===== src/rtl/judge_pkg.sv =====
// Shared types and constants for the hit_judge player-input front end.
package judge_pkg;
   localparam int         LANES      = 4;
   localparam logic [7:0] LFSR_SEED  = 8'hA5;
   // Fibonacci taps 8,6,5,4 map to bits 7,5,4,3 of the shift register
   localparam logic [7:0] LFSR_TAPS  = 8'hB8;
   localparam logic [7:0] COUNT_MAX  = 8'hFF;

   typedef enum logic [1:0] {IDLE, ARM, WAIT, DONE} judge_state_t;

   function automatic logic [7:0] sat_inc(input logic [7:0] value);
      return (value == COUNT_MAX) ? value : value + 8'd1;
   endfunction
endpackage


===== src/rtl/button_debounce.sv =====
// Raw button conditioning: 2-flop synchronizer, stability-count debouncer and
// a registered rising-edge detector producing a single-cycle press.
module button_debounce #(
   parameter int DEBOUNCE_CYCLES = 500_000
) (
   input  logic clock,
   input  logic reset,
   input  logic raw,
   output logic press
);
   localparam int CW = $clog2(DEBOUNCE_CYCLES + 1);

   logic          sync1, sync2, level, level_d;
   logic [CW-1:0] cnt;

   always_ff @(posedge clock) begin
      if (reset) begin
         sync1   <= 1'b0;
         sync2   <= 1'b0;
         level   <= 1'b0;
         level_d <= 1'b0;
         press   <= 1'b0;
         cnt     <= '0;
      end else begin
         sync1   <= raw;
         sync2   <= sync1;
         level_d <= level;
         press   <= level & ~level_d;
         // Any cycle where synced and accepted levels agree restarts the count
         if (sync2 == level) begin
            cnt <= '0;
         end else if (cnt == CW'(DEBOUNCE_CYCLES - 1)) begin
            level <= sync2;
            cnt   <= '0;
         end else begin
            cnt <= cnt + CW'(1);
         end
      end
   end
endmodule


===== src/rtl/hit_judge.sv =====
// Countdown-game input judge: debounced buttons, LFSR target lamp, hit/miss
// judging FSM and saturating statistics. Stops on the timer's fail level.
module hit_judge
   import judge_pkg::*;
#(
   parameter int DEBOUNCE_CYCLES = 500_000,
   parameter int WINDOW_CYCLES   = 25_000_000,
   parameter int GAP_CYCLES      = 5_000_000
) (
   input  logic             clock,
   input  logic             reset,
   input  logic             btn_start,
   input  logic [LANES-1:0] btn_lane,
   input  logic             fail,
   output logic             start,
   output logic             miss,
   output logic [LANES-1:0] lamp,
   output logic [7:0]       hit_count,
   output logic [7:0]       miss_count,
   output judge_state_t     state
);
   localparam int GW = $clog2(GAP_CYCLES + 1);
   localparam int WW = $clog2(WINDOW_CYCLES + 1);
   localparam int TW = $clog2(LANES);

   logic             start_press;
   logic [LANES-1:0] lane_press;

   button_debounce #(.DEBOUNCE_CYCLES(DEBOUNCE_CYCLES)) u_db_start (
      .clock (clock),
      .reset (reset),
      .raw   (btn_start),
      .press (start_press)
   );

   for (genvar i = 0; i < LANES; i++) begin : g_lane
      button_debounce #(.DEBOUNCE_CYCLES(DEBOUNCE_CYCLES)) u_db (
         .clock (clock),
         .reset (reset),
         .raw   (btn_lane[i]),
         .press (lane_press[i])
      );
   end

   judge_state_t     state_q, state_d;
   logic [GW-1:0]    gap_q, gap_d;
   logic [WW-1:0]    win_q, win_d;
   logic [TW-1:0]    target_q;
   logic [7:0]       lfsr_q;
   logic [LANES-1:0] target_vec;
   logic             miss_d, hit_d, clear_d, load_d;

   assign target_vec = LANES'(1) << target_q;

   always_comb begin
      state_d = state_q;
      gap_d   = gap_q;
      win_d   = win_q;
      miss_d  = 1'b0;
      hit_d   = 1'b0;
      clear_d = 1'b0;
      load_d  = 1'b0;
      case (state_q)
         IDLE: begin
            if (start_press) begin
               state_d = ARM;
               gap_d   = '0;
               clear_d = 1'b1;
            end
         end
         ARM: begin
            if (fail) begin
               state_d = DONE;
            end else if (|lane_press) begin
               miss_d = 1'b1;
               gap_d  = '0;
            end else if (gap_q == GW'(GAP_CYCLES - 1)) begin
               state_d = WAIT;
               win_d   = '0;
               load_d  = 1'b1;
            end else begin
               gap_d = gap_q + GW'(1);
            end
         end
         WAIT: begin
            // fail outranks a same-cycle judgement: no pulse, no count
            if (fail) begin
               state_d = DONE;
            end else if ((|lane_press) || (win_q == WW'(WINDOW_CYCLES - 1))) begin
               state_d = ARM;
               gap_d   = '0;
               if (lane_press == target_vec) hit_d  = 1'b1;
               else                          miss_d = 1'b1;
            end else begin
               win_d = win_q + WW'(1);
            end
         end
         default: ;
      endcase
   end

   always_ff @(posedge clock) begin
      if (reset) state_q <= IDLE;
      else       state_q <= state_d;
   end

   always_ff @(posedge clock) begin
      if (reset) begin
         gap_q      <= '0;
         win_q      <= '0;
         target_q   <= '0;
         lfsr_q     <= LFSR_SEED;
         miss       <= 1'b0;
         hit_count  <= '0;
         miss_count <= '0;
      end else begin
         gap_q  <= gap_d;
         win_q  <= win_d;
         lfsr_q <= {lfsr_q[6:0], ^(lfsr_q & LFSR_TAPS)};
         miss   <= miss_d;
         if (load_d) target_q <= lfsr_q[TW-1:0];
         if (clear_d) begin
            hit_count  <= '0;
            miss_count <= '0;
         end else begin
            if (hit_d)  hit_count  <= sat_inc(hit_count);
            if (miss_d) miss_count <= sat_inc(miss_count);
         end
      end
   end

   assign start = (state_q == ARM) || (state_q == WAIT);
   assign lamp  = (state_q == WAIT) ? target_vec : '0;
   assign state = state_q;
endmodule


===== config.mk =====
export PLATFORM = sky130hd
export DESIGN_NAME = hit_judge
export DESIGN_NICKNAME = d
export VERILOG_FILES = /design/src/rtl/judge_pkg.sv /design/src/rtl/button_debounce.sv /design/src/rtl/hit_judge.sv
export SDC_FILE = /design/constraint.sdc
export NUM_CORES = 1
export LEC_CHECK = 0
export CAP_MARGIN = 10
export CORE_UTILIZATION = 40
export CTS_CLUSTER_SIZE = 8
export DETAILED_ROUTE_END_ITERATION = 16
export PLACE_DENSITY = 0.65
export SYNTH_ARGS = -nofsm -noshare
export SYNTH_HDL_FRONTEND = slang
export SYNTH_SLANG_ARGS = --single-unit

===== constraint.sdc =====
create_clock -name clock -period 3.41 [get_ports clock]
set_clock_uncertainty 0.05 [all_clocks]
set_input_delay 0.5115 -clock clock [delete_from_list [all_inputs] [get_ports clock]]
set_output_delay 0.5115 -clock clock [all_outputs]
set_load 0.03 [all_outputs]

[After elaboration in Yosys (flattened, before gate mapping)]
Index checks and enable logic that the tools add are counted.
W data, S select, Z words.
Storage, ports and cells
  flip-flop bits (word level): 197
  latch bits: 0
  bits in writable memories: 0
  bits in read-only memories: 0
  input bits: 8
  output and inout port bits: 24
  logic and storage cells: 153
  memories: 0
Cells by class
  $add $sub $neg: 9
  multiply operators: 0
  div/mod/pow operators: 0
  order comparisons: 0
  eq/ne operators: 28
  shift operators: 1
  multiplexer cells: 37
  bitwise gates (word level): 17
  reductions and logical operators: 23
Operator list (number)
  $mux W23: 6
  $mux W25: 5
  $add A19 B1 Y19 const B: 5
  $eq A19 B19 Y1 const B: 5
  $pmux W23 S3: 1
  $pmux W25 S2: 1
  $add A25 B1 Y25 const B: 1
  $eq A25 B25 Y1 const B: 1
  $add A23 B1 Y23 const B: 1
  $eq A23 B23 Y1 const B: 1
  $add A8 B1 Y8 const B: 2
  $eq A8 B8 Y1 const B: 2
  $mux W1: 15
  $reduce_or A3 Y1: 5
  $reduce_and A2 Y1: 7
  $mux W2: 6
  $ne A2 B2 Y1 const B: 6
  $ne A3 B3 Y1 const B: 4
  $not A1 Y1: 12
  $reduce_and A6 Y1: 2
  $reduce_xor A8 Y1: 1
  $pmux W2 S3: 1
  $and A1 B1 Y1: 5
  $eq A1 B1 Y1: 5
  other kinds (14): 15

[Longest topological paths before layout]
  depth in word-level cells: 7
  depth in mapped cells: 11
  depth with buffers taken out: 8

[Cells and area by module]
From an unflattened synthesis, not the netlist that was laid out.
Second synthesis, totals
  cell total of the unflattened synthesis: 1067
  area, all modules: 9241.4 µm²
By module, submodules not included
  button_debounce: instances 5, cells an instance 111, area each 1019.7 µm², seq. area each 480.5 µm²
  hit_judge: instances 1, cells an instance 512, area each 4142.7 µm², seq. area each 1541.5 µm²

[Least setup slack after synthesis]
Ideal clock, no wire load.
  path kind: register to register
  start point: register state_q[0] (netlist: state[0])
  end point: register gap_q[13]
  setup time: 0.059 ns
  arrival time: 2.740 ns
  required time: 3.301 ns
  path slack: 0.561 ns
  cell stages (with the launch flop): 11
  buffers on the path: 2
  clock period less this slack: 2.849 ns
  path through: dfxtp_1 inv_1 ha_1 mux2_2 and2_1 clkbuf_1 a21o_1 and2_1 buf_2 or4_1 nand2_1
On the way
  word-level cells in the longest chain between the ends: 3
  elaborated cells on any way between the ends: 11
  classes of those cells: eq/ne: 7; mux: 1; reduce/logical: 3
RTL lines
  from (decl): RTL line hit_judge.sv:45  | judge_state_t state_q, state_d;
  from (signal assigned): RTL line hit_judge.sv:104  | else state_q <= state_d;
  $eq A2 B1 Y1, or another cell as far along: RTL line hit_judge.sv:63  | case (state_q)
  $ne A3 B3 Y1 (no source line), or another cell as far along
  $reduce_and A6 Y1 (no source line)
  to (signal assigned): RTL line hit_judge.sv:117  | gap_q <= gap_d;
  to (decl): RTL line hit_judge.sv:46  | logic [GW-1:0] gap_q, gap_d;
Parallel ways exist; a longest one is shown, timed or not.
A chain may end at the register's enable or synchronous reset.

[Worst setup path after layout]
  start point: register state_q[0] (netlist: state[0])
  end point: output port lamp[2]
On the way
  word-level cells in the longest chain between the ends: 2
RTL lines
  $eq A2 B2 Y1: RTL line hit_judge.sv:133  | assign lamp = (state_q == WAIT) ? target_vec : '0;
  $mux W4: RTL line hit_judge.sv:133
  to (decl): RTL line hit_judge.sv:17  | output logic [LANES-1:0] lamp,
No other way between the ends.

==> reports/qor.log <==
qor: sta.max_slew.worst_pin.slew 0.718 ns
qor: synthesis.synth_warnings 0
qor: worst_setup_path.cp-start-kind flop
qor: worst_setup_path.cpMaxStageDelayCell sky130_fd_sc_hd__clkdlybuf4s50_1
qor: worst_setup_path.reg2reg_to gap_q[13]
qor: worst_setup_path.timing.critical_path.slowest_cell_delay 0.73 ns
qor: worst_setup_path.worstReg2RegStart win_q[6]
qor: clock_network.clock_tree.htree_level_count 4
qor: drt.postRouteAntennaNets 0
qor: clock_network.cts-resized-gates 0
qor: place.gp_congestion 0.897
qor: cells_and_area.area_growth_syn_to_layout 13.0%
qor: synthesis.muxShareOfSynthArea 1.80%
qor: cells_and_area.stdcell_area 0.0101 mm²
qor: floorplan.die_area 0.0230 mm²
qor: drt.detailroute.via_count 7,060
qor: cells_and_area.antenna_cells 0
qor: clock_network.postCtsHoldBufs 0
qor: synthesis.number_of_storage_elements_in_the_synthesis_netlist 197
qor: floorplan.core_area 0.0219 mm²
qor: drt.route.final.wire_length 17,500 µm
qor: clock_network.cts_tree done
qor: synthesis.ys_async_sr_fraction 0%
qor: power.static-leakage-power 3.23 nW
qor: sta.whs 0.289 ns
qor: floorplan.floorplan.die.height 152 µm
qor: worst_setup_path.critical_path_arrival 2.51 ns
qor: power.ir_drop 0.000276 V
qor: grt.global_route.overflow_total 0
qor: grt.number_of_antenna_violations_at_the_first_check_in_global_routing 0
qor: worst_setup_path.crit_path_max_fanout 9
qor: worst_setup_path.timing.critical_path.max_delay_family buffers and inverters
qor: synthesis.post_synthesis_net_count 1,059
qor: place.detailedPlacementHpwl 12,300 µm
qor: place.placement.io_buffers 31
qor: drt.first_pass_iters 5
qor: place.dpl-instance-area 0.00955 mm²
qor: cells_and_area.ff_latch_area 0.00394 mm²
qor: grt.grt_use_total 16.1%
qor: synthesis.syn_inst 1,039
qor: cells_and_area.fraction_of_final_layout_cells_with_drive_strength_greater_than_1 5.57%
qor: synthesis.syn-mean-instance-area 8.62 µm²
qor: floorplan.fp-row-count 54
qor: sta.setup_repair_after_global_routing_missed_its_margin false
qor: run.cap_viol_max_count 0
qor: sta.timing.final.setup_violations 0
qor: worst_setup_path.path_cells inv_1 > ha_1 > clkinv_1 > nor3b_1 > clkdlybuf4s50_1
qor: clock_network.cts_root_buf sky130_fd_sc_hd__clkbuf_16
qor: worst_hold_path.worst_min_path_class in -> reg
qor: clock_network.cts.repair_timing.setup_buffer_count 0
qor: drt.wl_per_cell 12.9 µm
qor: floorplan.num_io_pins 32
qor: sta.final_period_minus_worst_setup_slack 3.07 ns
qor: floorplan.start_util 40.9%
qor: synthesis.synthesis.area 0.00896 mm²
qor: sta.slew_headroom 52.1%
qor: worst_setup_path.timing_worst_setup_path_type reg -> out
qor: power.pwr_density_cell 433 mW/mm²
qor: synthesis.seq_area_frac_synth 44.0%
qor: worst_setup_path.endpoint_kind output pin
qor: synthesis.synth-edff-count 0
qor: drt.drc 0
qor: worst_setup_path.critPathLaunch state[0]
qor: worst_setup_path.r2r.worst_path.cells 6
qor: clock_network.clk_pin_slew 0.07 ns
qor: sta.final_min_period_over_clock_period 90.1%
qor: run_status.status finished, final reports clean
qor: sta.finalHoldViolCount 0
qor: cells_and_area.fillCellCount 2,136
qor: cells_and_area.num-nets-final 1,086
qor: grt.grt_pass1_wl 29,800 µm
qor: synthesis.dominant_combinational_cell_family_by_area_after_synthesis simple AND/OR/NAND/NOR gates
qor: grt.first_global_vias 6,385
qor: clock_network.clockBufferDepth 2
qor: drt.dr_vias_cell 5.20
qor: synthesis.share_of_synthesized_cell_area_in_full_adder_half_adder_and_majority_cells 1.68%
qor: drt.detail_route.iter0.violations 325
qor: synthesis.xor_and_xnor_area_share_after_synthesis 11.3%
qor: worst_setup_path.critical_path_buf_inv_count 3
qor: synthesis.post_synthesis_simple_gate_area_fraction 31.5%
qor: sta.max_freq 325 MHz
qor: worst_setup_path.critical_path.endpoint lamp[2]
qor: clock_network.worstSkewPairLatency 0.43 ns
qor: worst_setup_path.reg2reg_setup_slack 0.60 ns
qor: sta.fin_setup_tns 0 ns
qor: clock_network.tritoncts.num_buffers 17
qor: cells_and_area.multi_input_area 0.00480 mm²
qor: clock_network.cts_sinks 197
qor: worst_setup_path.worst-endpoint-required 2.85 ns
qor: synthesis.synth.lib_cells_used.distinct 62
qor: floorplan.die_x 152 µm
qor: synthesis.synth_compound_area_share 7.24%
qor: synthesis.synth_flop_cell sky130_fd_sc_hd__dfxtp_1
qor: worst_setup_path.worstSetupPathDepth 5
qor: sta.slew_viol_final 0
qor: grt.grt_start_max_net_pins 47
-- kinds of logic after synthesis --
| group | after synthesis |
|---|---|
| xor+xnor | 116 |
| buf+inv | 52 |
| simple gates | 548 |
| flops | 197 |
| compound gates | 98 |
| fa+ha+maj | 12 |
| mux | 16 |
-- placed cells by master (no fill, tap or decap), types with 18 or more instances in the layout --
master                            count
sky130_fd_sc_hd__dfxtp_1            197
sky130_fd_sc_hd__nor2_1             168
sky130_fd_sc_hd__nand2_1             90
sky130_fd_sc_hd__nand3_1             68
sky130_fd_sc_hd__xor2_1              63
sky130_fd_sc_hd__xnor2_1             53
sky130_fd_sc_hd__nand4_1             33
sky130_fd_sc_hd__a21oi_1             32
sky130_fd_sc_hd__or3_1               30
sky130_fd_sc_hd__clkdlybuf4s50_1     30
sky130_fd_sc_hd__nor2b_1             27
sky130_fd_sc_hd__o21ai_0             25
sky130_fd_sc_hd__and3_1              22
sky130_fd_sc_hd__inv_1               18
sky130_fd_sc_hd__nor3_1              18
-- state kept, by name (all words and copies together) (netlist names), 8 cells and up --
register and flops:
g_lane.u_db.cnt 76, gap_q 23, hit_count 8, lfsr_q 8, miss_count 8, u_db_start.cnt 19, win_q 25
-- cell usage after synthesis (25+ instances only) --
| cell | number | area share (%) |
|---|---|---|
| sky130_fd_sc_hd__dfxtp_1 | 197 | 44 |
| sky130_fd_sc_hd__nor2_1 | 168 | 7.0 |
| sky130_fd_sc_hd__nand2_1 | 90 | 3.8 |
| sky130_fd_sc_hd__nand3_1 | 68 | 3.8 |
| sky130_fd_sc_hd__xor2_1 | 63 | 6.2 |
| sky130_fd_sc_hd__xnor2_1 | 53 | 5.2 |
| sky130_fd_sc_hd__nand4_1 | 33 | 2.3 |
| sky130_fd_sc_hd__a21oi_1 | 32 | 1.8 |
| sky130_fd_sc_hd__or3_1 | 30 | 2.1 |
| sky130_fd_sc_hd__nor2b_1 | 27 | 1.9 |
| sky130_fd_sc_hd__o21ai_0 | 25 | 1.4 |
-- per-stage QoR --
| stage | setup slack, ns | total power (W) | cells | util, % |
|---|---|---|---|---|
| finish | 0.336 | 0.00439 | 1358 | 46.3 |
| detailed placement | 0.630 | 0.00245 | 1327 | 43.6 |
| global route | 0.172 | 0.00456 | 1358 | 46.3 |
| CTS | 0.323 | 0.00445 | 1358 | 46.3 |
| floorplan | 0.561 | 0.00242 | 1039 | - |
| global placement | 0.629 | 0.00245 | 1327 | 43.6 |
-- how the worst min path moves through the flow --
| stage | start | cells after the start | endpoint | slack [ns] |
|---|---|---|---|---|
| after floorplan | g_lane[0].u_db.level_d | 1 | g_lane[0].u_db.press | 0.32 |
| after global placement | u_db_start.level_d | 1 | u_db_start.press | 0.32 |
| after detailed placement | u_db_start.level_d | 1 | u_db_start.press | 0.32 |
| after CTS | reset | 2 | gap_q[1] | 0.28 |
| after global routing | reset | 2 | gap_q[1] | 0.28 |
| final | reset | 2 | gap_q[1] | 0.29 |
-- cell type report --
cell class / count / share of cell area [%]
clock buffer: 21 / 4.55
clock inverter: 10 / 1.19
inverter: 19 / 0.704
multi-input combinational: 790 / 47.4
sequential: 197 / 38.9
tap: 280 / 3.46
timing repair buffer: 41 / 3.76
-- where the power goes --
part           internal, W  switching (W)
Combinational    0.0000259      0.0000417
Clock              0.00113       0.000872
Sequential         0.00232     0.00000789
Total              0.00347       0.000922
-- layer usage --
metal | global-route usage [%] | wire length, µm
met1 | 21.3 | 8700
met2 | 25.7 | 7790
met3 | 3.68 | 745
met4 | 5.25 | 287
met5 | 0 | 0
No activity file was read; power rests on OpenSTA's default activity.
